File: config.mk
export PLATFORM = sky130hd
export DESIGN_NAME = execute_stage_mc
export DESIGN_NICKNAME = d
export VERILOG_FILES = /design/src/rtl/execute_stage_mc.sv
export SDC_FILE = /design/constraint.sdc
export NUM_CORES = 1
export LEC_CHECK = 0
export CORE_MARGIN = 4
export CORE_UTILIZATION = 40
export CTS_CLUSTER_DIAMETER = 80
export DETAILED_ROUTE_END_ITERATION = 10
export DONT_BUFFER_PORTS = 1
export PLACE_DENSITY = 0.51
export SETUP_SLACK_MARGIN = 0.15
export SYNTH_ARGS = -nofsm -noshare
export SYNTH_HDL_FRONTEND = slang
export SYNTH_SLANG_ARGS = --single-unit
File: constraint.sdc
create_clock -name clk -period 6 [get_ports clk]
set_input_delay 1.2 -clock clk [delete_from_list [all_inputs] [get_ports clk]]
set_output_delay 1.2 -clock clk [all_outputs]
set_load 0.02 [all_outputs]
File: src/rtl/execute_stage_mc.sv
// Execute stage: single-cycle ALU plus an iterative shift-add multiplier between decode and memory.
// Build option MUL_EARLY_OUT_EN: a multiply retires as soon as its remaining multiplier bits are zero.
module execute_stage_mc #(
  parameter int ALU_OP_W      = 3,
  parameter int IMM_W         = 32,
  parameter int DATA_W        = 32,
  parameter int ADDR_W        = 5,
  parameter int PC_W          = 32,
  parameter int MUL_STEP_BITS = 1
) (
  input  logic                clk,
  input  logic                reset,
  input  logic                in_valid_i,
  output logic                in_ready_o,
  input  logic                flush_i,
  input  logic                has_imm_i,
  input  logic [ALU_OP_W-1:0] alu_op_i,
  input  logic                alu_alt_i,
  input  logic                is_mul_i,
  input  logic                rf_we_i,
  input  logic                mem_we_i,
  input  logic                mem2rf_i,
  input  logic                branch_i,
  input  logic                check_eq_i,
  input  logic [IMM_W-1:0]    imm32_i,
  input  logic [DATA_W-1:0]   rf_data0_i,
  input  logic [DATA_W-1:0]   rf_data1_i,
  input  logic [ADDR_W-1:0]   rf_waddr_i,
  input  logic [PC_W-1:0]     pc_plus1_i,
  output logic                out_valid_o,
  input  logic                out_ready_i,
  output logic                rf_we_o,
  output logic                mem_we_o,
  output logic                mem2rf_o,
  output logic                branch_o,
  output logic                check_eq_o,
  output logic [DATA_W-1:0]   mem_wdata_o,
  output logic [ADDR_W-1:0]   rf_waddr_o,
  output logic [DATA_W-1:0]   alu_result_o,
  output logic [PC_W-1:0]     pc_branch_o,
  output logic                busy_o
);
  localparam int N     = DATA_W / MUL_STEP_BITS;
  localparam int CNT_W = $clog2(N + 1);
  localparam int SH_W  = $clog2(DATA_W);

  typedef enum logic {S_IDLE = 1'b0, S_MUL = 1'b1} state_t;

  // Both ports: a word moves on a rising edge where valid && ready; the sender holds it while valid && !ready.
  state_t             state_q, state_d;
  logic [CNT_W-1:0]   cnt_q, cnt_d;
  logic [DATA_W-1:0]  mcand_q, mcand_d, mplier_q, mplier_d, prod_q, prod_d;
  logic [4:0]         pend_ctl_q, pend_ctl_d;
  logic [ADDR_W-1:0]  pend_waddr_q, pend_waddr_d;
  logic [DATA_W-1:0]  pend_wdata_q, pend_wdata_d;
  logic [PC_W-1:0]    pend_pcb_q, pend_pcb_d;
  logic               out_valid_q, out_valid_d;
  logic [4:0]         out_ctl_q, out_ctl_d;
  logic [ADDR_W-1:0]  out_waddr_q, out_waddr_d;
  logic [DATA_W-1:0]  out_wdata_q, out_wdata_d, out_result_q, out_result_d;
  logic [PC_W-1:0]    out_pcb_q, out_pcb_d;

  logic [DATA_W-1:0]  src_a, src_b, alu_res, partial, mul_sum, mul_result;
  logic [SH_W-1:0]    shamt;
  logic [PC_W-1:0]    pc_branch;
  logic [4:0]         in_ctl;
  logic               slot_free, accept, step_last, mul_fin;

  assign src_a     = rf_data0_i;
  assign src_b     = has_imm_i ? DATA_W'(imm32_i) : rf_data1_i;
  assign shamt     = src_b[SH_W-1:0];
  assign pc_branch = PC_W'(pc_plus1_i) + PC_W'(imm32_i);
  assign in_ctl    = {rf_we_i, mem_we_i, mem2rf_i, branch_i, check_eq_i};

  assign slot_free  = !out_valid_q || out_ready_i;
  assign in_ready_o = (state_q == S_IDLE) && slot_free && !flush_i;
  assign accept     = in_valid_i && in_ready_o;
  assign busy_o     = (state_q == S_MUL);

  always_comb begin
    alu_res = '0;
    case (alu_op_i)
      ALU_OP_W'(0): alu_res = alu_alt_i ? src_a - src_b : src_a + src_b;
      ALU_OP_W'(1): alu_res = src_a << shamt;
      ALU_OP_W'(2): alu_res = DATA_W'($signed(src_a) < $signed(src_b));
      ALU_OP_W'(3): alu_res = DATA_W'(src_a < src_b);
      ALU_OP_W'(4): alu_res = src_a ^ src_b;
      ALU_OP_W'(5): alu_res = alu_alt_i ? DATA_W'($signed(src_a) >>> shamt) : src_a >> shamt;
      ALU_OP_W'(6): alu_res = src_a | src_b;
      ALU_OP_W'(7): alu_res = src_a & src_b;
      default:      alu_res = '0;
    endcase
  end

  // One iteration adds the multiplicand, pre-shifted per position, for each of the low step bits.
  always_comb begin
    partial = '0;
    for (int k = 0; k < MUL_STEP_BITS; k++) begin
      if (mplier_q[k]) partial = partial + (mcand_q << k);
    end
  end

  assign mul_sum = prod_q + partial;

`ifdef MUL_EARLY_OUT_EN
  assign step_last = (cnt_q != '0) &&
                     ((cnt_q == CNT_W'(1)) || ((mplier_q >> MUL_STEP_BITS) == '0));
`else
  assign step_last = (cnt_q == CNT_W'(1));
`endif

  // Counter 0 while in MUL means the product is complete and waiting for the output slot.
  assign mul_fin    = (cnt_q == '0) || step_last;
  assign mul_result = (cnt_q == '0) ? prod_q : mul_sum;

  always_comb begin
    state_d      = state_q;
    cnt_d        = cnt_q;
    mcand_d      = mcand_q;
    mplier_d     = mplier_q;
    prod_d       = prod_q;
    pend_ctl_d   = pend_ctl_q;
    pend_waddr_d = pend_waddr_q;
    pend_wdata_d = pend_wdata_q;
    pend_pcb_d   = pend_pcb_q;
    out_valid_d  = out_valid_q;
    out_ctl_d    = out_ctl_q;
    out_waddr_d  = out_waddr_q;
    out_wdata_d  = out_wdata_q;
    out_result_d = out_result_q;
    out_pcb_d    = out_pcb_q;

    if (out_valid_q && out_ready_i) begin
      out_valid_d = 1'b0;
      out_ctl_d   = '0;
    end

    if (flush_i) begin
      out_valid_d = 1'b0;
      out_ctl_d   = '0;
      state_d     = S_IDLE;
      cnt_d       = '0;
    end else begin
      case (state_q)
        S_IDLE: begin
          if (accept) begin
            if (is_mul_i) begin
              state_d      = S_MUL;
              cnt_d        = CNT_W'(N);
              mcand_d      = src_a;
              mplier_d     = src_b;
              prod_d       = '0;
              pend_ctl_d   = in_ctl;
              pend_waddr_d = rf_waddr_i;
              pend_wdata_d = rf_data1_i;
              pend_pcb_d   = pc_branch;
            end else begin
              out_valid_d  = 1'b1;
              out_ctl_d    = in_ctl;
              out_waddr_d  = rf_waddr_i;
              out_wdata_d  = rf_data1_i;
              out_result_d = alu_res;
              out_pcb_d    = pc_branch;
            end
          end
        end
        S_MUL: begin
          mcand_d  = mcand_q << MUL_STEP_BITS;
          mplier_d = mplier_q >> MUL_STEP_BITS;
          if (mul_fin) begin
            cnt_d = '0;
            if (slot_free) begin
              state_d      = S_IDLE;
              out_valid_d  = 1'b1;
              out_ctl_d    = pend_ctl_q;
              out_waddr_d  = pend_waddr_q;
              out_wdata_d  = pend_wdata_q;
              out_result_d = mul_result;
              out_pcb_d    = pend_pcb_q;
            end else begin
              prod_d = mul_result;
            end
          end else begin
            prod_d = mul_sum;
            cnt_d  = cnt_q - CNT_W'(1);
          end
        end
        default: state_d = S_IDLE;
      endcase
    end
  end

  always_ff @(posedge clk or negedge reset) begin
    if (!reset) begin
      state_q      <= S_IDLE;
      cnt_q        <= '0;
      mcand_q      <= '0;
      mplier_q     <= '0;
      prod_q       <= '0;
      pend_ctl_q   <= '0;
      pend_waddr_q <= '0;
      pend_wdata_q <= '0;
      pend_pcb_q   <= '0;
      out_valid_q  <= 1'b0;
      out_ctl_q    <= '0;
      out_waddr_q  <= '0;
      out_wdata_q  <= '0;
      out_result_q <= '0;
      out_pcb_q    <= '0;
    end else begin
      state_q      <= state_d;
      cnt_q        <= cnt_d;
      mcand_q      <= mcand_d;
      mplier_q     <= mplier_d;
      prod_q       <= prod_d;
      pend_ctl_q   <= pend_ctl_d;
      pend_waddr_q <= pend_waddr_d;
      pend_wdata_q <= pend_wdata_d;
      pend_pcb_q   <= pend_pcb_d;
      out_valid_q  <= out_valid_d;
      out_ctl_q    <= out_ctl_d;
      out_waddr_q  <= out_waddr_d;
      out_wdata_q  <= out_wdata_d;
      out_result_q <= out_result_d;
      out_pcb_q    <= out_pcb_d;
    end
  end

  assign out_valid_o  = out_valid_q;
  assign {rf_we_o, mem_we_o, mem2rf_o, branch_o, check_eq_o} = out_ctl_q;
  assign rf_waddr_o   = out_waddr_q;
  assign mem_wdata_o  = out_wdata_q;
  assign alu_result_o = out_result_q;
  assign pc_branch_o  = out_pcb_q;
endmodule
==> flow_summary.json, run 1 <==
{
  "outcome": "complete, no violations",
  "drv_cap": 0,
  "holdCritPathClass": "input pin to async pin",
  "crit_fanout": 32,
  "portBuffers": 0,
  "root_buffer": "clkbuf_16",
  "nFillCells": 6164,
  "cts_sinks": 284,
  "crit_arrival_ns": 5.03,
  "fin_util_pct": 43.5,
  "synth_cells": 3141,
  "fmax_mhz": 217,
  "r2r_cells": 11,
  "p_int_w": 0.00464,
  "ir_drop_uv": 202,
  "ys_ff_latch": 284,
  "antenna_found_initial": 3,
  "power_switching_w": 0.00309,
  "finalCriticalPeriod_ns": 4.61,
  "pwr-share-comb_pct": 28.9,
  "crit_required_ns": 6.42,
  "numCtsBuffers": 40,
  "cts_tree": "built",
  "synth_nets": 3455,
  "num_vias": 23700,
  "layout-drive-gt1-share_pct": 5.10,
  "power_leakage_nw": 11.9,
  "async_reset_ff_share_pct": 100,
  "initial_utilization_pct": 40.4,
  "holdBufCountCts": 0,
  "p_sw_share_pct": 40.0,
  "final_common_cell": "nand2_1",
  "synth_area_mm2": 0.0244,
  "post_cts.repair.setup_buffers": 0,
  "grt_pass1_vias": 22400,
  "antenna_left": 0,
  "worstSetupPathType": "input pin to flip-flop",
  "yosysSeqAreaShare_pct": 29.2,
  "cp-end-kind": "flip-flop",
  "period_share_pct": 76.8,
  "drt_pre_antenna_iters": 6,
  "cts.path.max_buffers": 3,
  "yosys_warnings": 0,
  "worst_pin_slew_ns": 1.13,
  "grt_usage_pct": 31.3,
  "syn2layout_area_growth_pct": 7.75,
  "grt_start_max_net_pins": 285,
  "p_clk_share_pct": 32.4,
  "grt_setup_unrepaired": "false",
  "place.gp.congestion": 1.02,
  "synth_edf_count": 0,
  "drv_slew": 0,
  "worst_setup_path_start_kind": "input pin",
  "design.core.area_mm2": 0.0604,
  "tns_ns": 0,
  "synth_area_per_cell_um2": 7.76,
  "hold_viol": 0,
  "synth_cell_type_count": 82,
  "synth-main-ff-cell": "dfrtp_1",
  "pin_count": 258,
  "seq_power_share_pct": 38.7,
  "clk_pin_slew_ns": 0.06,
  "nets": 3324,
  "clk_latency_ns": 0.59,
  "cts_max_level": 2,
  "wl_um": 106000,
  "holdWs_ns": 0.314,
  "p_per_area_mw_per_mm2": 294,
  "final_cell_mix": "nand2_1 (525), o21ai_0 (345), dfrtp_1 (283), nor2_1 (262), a21oi_1 (254)",
  "wl_per_cell_um": 27.8,
  "setup_violations": 0,
  "die_w_um": 255,
  "drc": 0,
  "fp.dieH_um": 255,
  "fp.dieArea_mm2": 0.0649,
  "drt_iter0_markers": 2724,
  "grt_pass1_wl_um": 154000,
  "skew_ns": 0.0222,
  "grt_overflow_total": 0,
  "rows": 90,
  "relSlewSlack_pct": 24.9,
  "num_antenna_cells": 0,
  "via_per_inst": 6.21,
  "cts_resized": 0,
  "hpwl_um": 79200
}
## layout make-up
class,instances,area [um2],area share (%)
sequential,284,7110,27.1
multi-input combinational,2524,16000,61.1
timing repair buffer,38,298,1.13
clock inverter,19,274,1.04
clock buffer,51,1090,4.16
inverter,122,460,1.75
tap,782,978,3.73
## state kept, by name, summed over array words and instances (netlist names)
signal        count
busy_o            1
cnt_q             6
rf_waddr_o        5
mem_wdata_o      32
alu_result_o     32
mplier_q         32
pend_waddr_q      5
mcand_q          32
pc_branch_o      32
pend_wdata_q     32
out_ctl_q         5
pend_pcb_q       32
prod_q           32
out_valid_o       1
pend_ctl_q        5
## power by group through the flow
stage               clock network (W)  logic (W)  registers [W]
finish                        0.00251    0.00223        0.00299
global route                  0.00264    0.00245        0.00304
CTS                           0.00256    0.00220        0.00299
detailed placement                  0    0.00219        0.00302
global placement                    0    0.00217        0.00301
floorplan                           0    0.00160        0.00284
## final timing paths
check | start | end | slack, ns
setup / recovery | has_imm_i | alu_result_o[15] | 1.39
hold / removal | reset | prod_q[23] | 0.31
setup reg to reg | mplier_q[0] | alu_result_o[31] | 1.81
hold reg to reg | pend_pcb_q[31] | pend_pcb_q[31] | 0.47
max in group asynchronous | reset | mem_wdata_o[17] | 4.89
min in group clk | pend_pcb_q[31] | pend_pcb_q[31] | 0.47
## per-layer routing
layer  global-route usage (%)  wire length, um  up-vias
met5                        0               34        -
met3                     6.10             8210      199
met1                     44.6            46700    11600
li1                         -                -    10900
met4                     9.82             3750        6
met2                     48.3            47300      992
## stage by stage
step	std cells	power, W	setup WS [ns]	instance area, um2
after floorplan	3141	0.00444	0.944	24400
after global placement	3750	0.00519	0.880	24900
after detailed placement	3750	0.00521	0.880	24900
after CTS	3820	0.00775	1.49	26300
after global routing	3820	0.00813	1.23	26300
final	3820	0.00773	1.39	26300
## kinds of logic after synthesis
logic type	share of synthesized area, %
mux	10.2
flops	29.2
xor+xnor	3.52
simple gates	18.4
fa+ha+maj	8.59
buf+inv	5.34
compound gates	24.8
## synthesized netlist by cell type (13+ instances only)
cell type / number / share of area, %
buf_2: 21 / 0.43
nand3_1: 53 / 1.1
or3_1: 14 / 0.36
o21ai_0: 345 / 7.1
and2_1: 39 / 1.0
nor3_1: 40 / 0.82
and3_1: 23 / 0.59
a31oi_1: 30 / 0.77
o31ai_1: 21 / 0.65
a211oi_1: 46 / 1.4
a21o_1: 55 / 1.7
mux2i_1: 204 / 8.4
ha_1: 161 / 8.3
xor2_1: 38 / 1.4
nand2_1: 525 / 8.1
xnor2_1: 60 / 2.2
a22o_1: 24 / 0.86
a21oi_1: 255 / 5.2
nor2_1: 263 / 4.1
a221oi_1: 22 / 0.79
o21a_1: 13 / 0.40
clkbuf_1: 160 / 2.5
inv_1: 118 / 1.8
nand2b_1: 31 / 0.80
dfrtp_1: 284 / 29
nor2b_1: 14 / 0.36
buf_1: 27 / 0.42
o21bai_1: 15 / 0.46
o211ai_1: 45 / 1.4
## critical path: stages
cell	delay (ns)
mux2i_4	0.21
inv_4	0.22
ha_1	0.25
nor2_1	0.08
o311ai_0	0.86
a211oi_1	0.28
nor3_1	0.25
buf_4	0.17
nor2b_1	0.08
a21oi_1	0.18
o21ai_0	0.17
xnor2_1	0.21
a221oi_1	0.73
a311oi_1	0.09
Note: power is estimated with default switching activity, not from simulation.
==> inputs of run 2 (changes only) <==
==> constraint.sdc (replaced) <==
create_clock -name clk -period 4.6 [get_ports clk]
set_input_delay 0.92 -clock clk [delete_from_list [all_inputs] [get_ports clk]]
set_output_delay 0.92 -clock clk [all_outputs]
set_load 0.02 [all_outputs]
==> run 2 against run 1 <==
Effect of this change:
- clock skew up 0.0036 ns
- worst setup slack worse by 0.91 ns
- register-to-register slack worse by 1.1 ns
- wire length up 2.4%
- sequential share of layout area down 0.61 points
- critical path depth down 3
- sequential power up 31%
- core utilization up 1.0 points
- critical endpoint is now alu_result_o[25]
- critical path type unchanged
- global-route usage up 0.81 points
- largest power group unchanged
- worst hold slack worse by 0.28 ns
- first-iteration DRC count down 12%
==> flow_summary.json, run 2 (synthesis results as in run 1) <==
{
  "design.core.area_mm2": 0.0604,
  "skew_ns": 0.0257,
  "holdCritPathClass": "input pin to async pin",
  "outcome": "complete, no violations",
  "num_vias": 23800,
  "drc": 0,
  "layout-drive-gt1-share_pct": 7.50,
  "clk_latency_ns": 0.59,
  "root_buffer": "clkbuf_16",
  "antenna_found_initial": 9,
  "wl_um": 109000,
  "clk_pin_slew_ns": 0.05,
  "fin_area_mm2": 0.0269,
  "relSlewSlack_pct": 22.9,
  "cts_tree": "built",
  "syn2layout_area_growth_pct": 10.2,
  "power_leakage_nw": 12.4,
  "dp.cells": 3828,
  "hold_viol": 0,
  "fp.dieH_um": 255,
  "initial_utilization_pct": 40.4,
  "portBuffers": 0,
  "cts_sinks": 284,
  "crit_fanout": 45,
  "final_cell_mix": "nand2_1 (525), o21ai_0 (345), dfrtp_1 (283), nor2_1 (262), a21oi_1 (254)",
  "crit_required_ns": 5.06,
  "pin_count": 258,
  "antenna_left": 0,
  "slowest_delay_ns": 0.65,
  "finalCriticalPeriod_ns": 4.12,
  "cp_common_cell": "buf_4",
  "rows": 90,
  "post_cts.repair.setup_buffers": 0,
  "cp-end-kind": "flip-flop",
  "worst_setup_path_start_kind": "input pin",
  "worstSetupPathType": "input pin to flip-flop",
  "holdBufCountCts": 0,
  "wl_per_cell_um": 27.8,
  "fin_cells": 3902,
  "grt_overflow_total": 0,
  "numCtsBuffers": 42,
  "grt_start_max_net_pins": 285,
  "cts_resized": 0,
  "grt_setup_unrepaired": "false",
  "cts.path.max_buffers": 3,
  "p_per_area_mw_per_mm2": 380,
  "nets": 3407,
  "ir_drop_uv": 291,
  "drt_iter0_markers": 2398,
  "cts_max_level": 2,
  "grt_pass1_wl_um": 157000,
  "grt_pass1_vias": 22700,
  "drv_slew": 0,
  "nFillCells": 6171,
  "fmax_mhz": 243,
  "place.gp.congestion": 0.998,
  "cp_num_buf_inv": 2,
  "crit_arrival_ns": 4.59,
  "drv_cap": 0,
  "period_share_pct": 89.6,
  "drt_pre_antenna_iters": 6,
  "worst_pin_slew_ns": 1.16,
  "via_per_inst": 6.10,
  "grt_usage_pct": 32.1,
  "critPathSlowestCell": "buf_4",
  "path_cells": "mux2i_4 -> buf_4 -> mux4_2 -> and2_1 -> nor2_2 -> o21ai_1 -> or3_1 -> a221oi_2 -> buf_4 -> a211oi_1 -> a221o_1",
  "setup_violations": 0,
  "critPathTopFamily": "multiplexers",
  "fp.dieArea_mm2": 0.0649,
  "final_common_cell": "nand2_1",
  "num_antenna_cells": 0,
  "die_w_um": 255,
  "dpl-instance-area_mm2": 0.0255,
  "hpwl_um": 83200
}
[run 2: cell count changes in the layout (fill, tap and decap cells not counted), sizes merged]
| cell | change |
|---|---|
| clkinvlp | -1 |
| clkinv | +2 |
| dlygate4sd3 | +2 |
| buf | +78 |
| bufinv | -1 |
| dlymetal6s2s | +1 |
| inv | +2 |
| clkbuf | -1 |
[run 2: stage by stage]
step	setup WS [ns]	hold WS (ns)	setup TNS, ns	total power (W)	utilization (%)
floorplan	0.153	0.438	0	0.00579	-
global placement	-0.432	0.453	-1.40	0.00689	42.2
detailed placement	-0.411	0.462	-1.41	0.00693	42.2
CTS	0.208	0.000877	0	0.0103	44.5
global route	0.326	0.0175	0	0.0107	44.5
finish	0.478	0.0367	0	0.0102	44.5
[run 2: path summary, 6_finish.rpt]
path	startpoint	endpoint	slack [ns]	cells past startpoint
min in group clk	flush_i	cnt_q[5]	0.39	1
worst max register to register	mplier_q[0]	alu_result_o[26]	0.67	14
max in group asynchronous	reset	mem_wdata_o[12]	3.62	0
worst min-delay path	reset	busy_o	0.04	0
worst max-delay path	has_imm_i	alu_result_o[25]	0.48	11
worst min register to register	pend_wdata_q[20]	pend_wdata_q[20]	0.47	2
[run 2: power by group]
part           internal, W  total [W]  switching [W]  leakage [nW]
logic              0.00112    0.00304        0.00192          8.06
registers          0.00307    0.00392       0.000843          3.61
clock network      0.00191    0.00326        0.00135         0.678
total              0.00610     0.0102        0.00411          12.4
[run 2: layout make-up]
| class | count | area (um2) | share of cell area (%) |
|---|---|---|---|
| tap | 782 | 978 | 3.64 |
| timing repair buffer | 119 | 903 | 3.36 |
| clock buffer | 50 | 1100 | 4.10 |
| sequential | 284 | 7110 | 26.5 |
| clock inverter | 21 | 267 | 0.992 |
| inverter | 122 | 460 | 1.71 |
| multi-input combinational | 2524 | 16000 | 59.7 |
[run 2: per-layer routing]
layer | vias up | global-route usage (%) | share of wire (%)
li1 | 11100 | - | -
met1 | 11600 | 45.1 | 44
met2 | 931 | 50.7 | 45
met3 | 144 | 7.01 | 8.1
met4 | 12 | 8.15 | 2.6
met5 | - | 0 | 0.076
[run 2: worst reg2reg max path: cells and delay by family (launching register included)]
family / cells / cell delay [ns]
xor gates and xnor gates: 1 / 0.18
DFF: 1 / 0.48
adders and majority gates: 2 / 0.74
and+or+nand+nor: 3 / 0.60
buffers and inverters: 1 / 0.16
AOI/OAI and AO/OA: 7 / 1.68
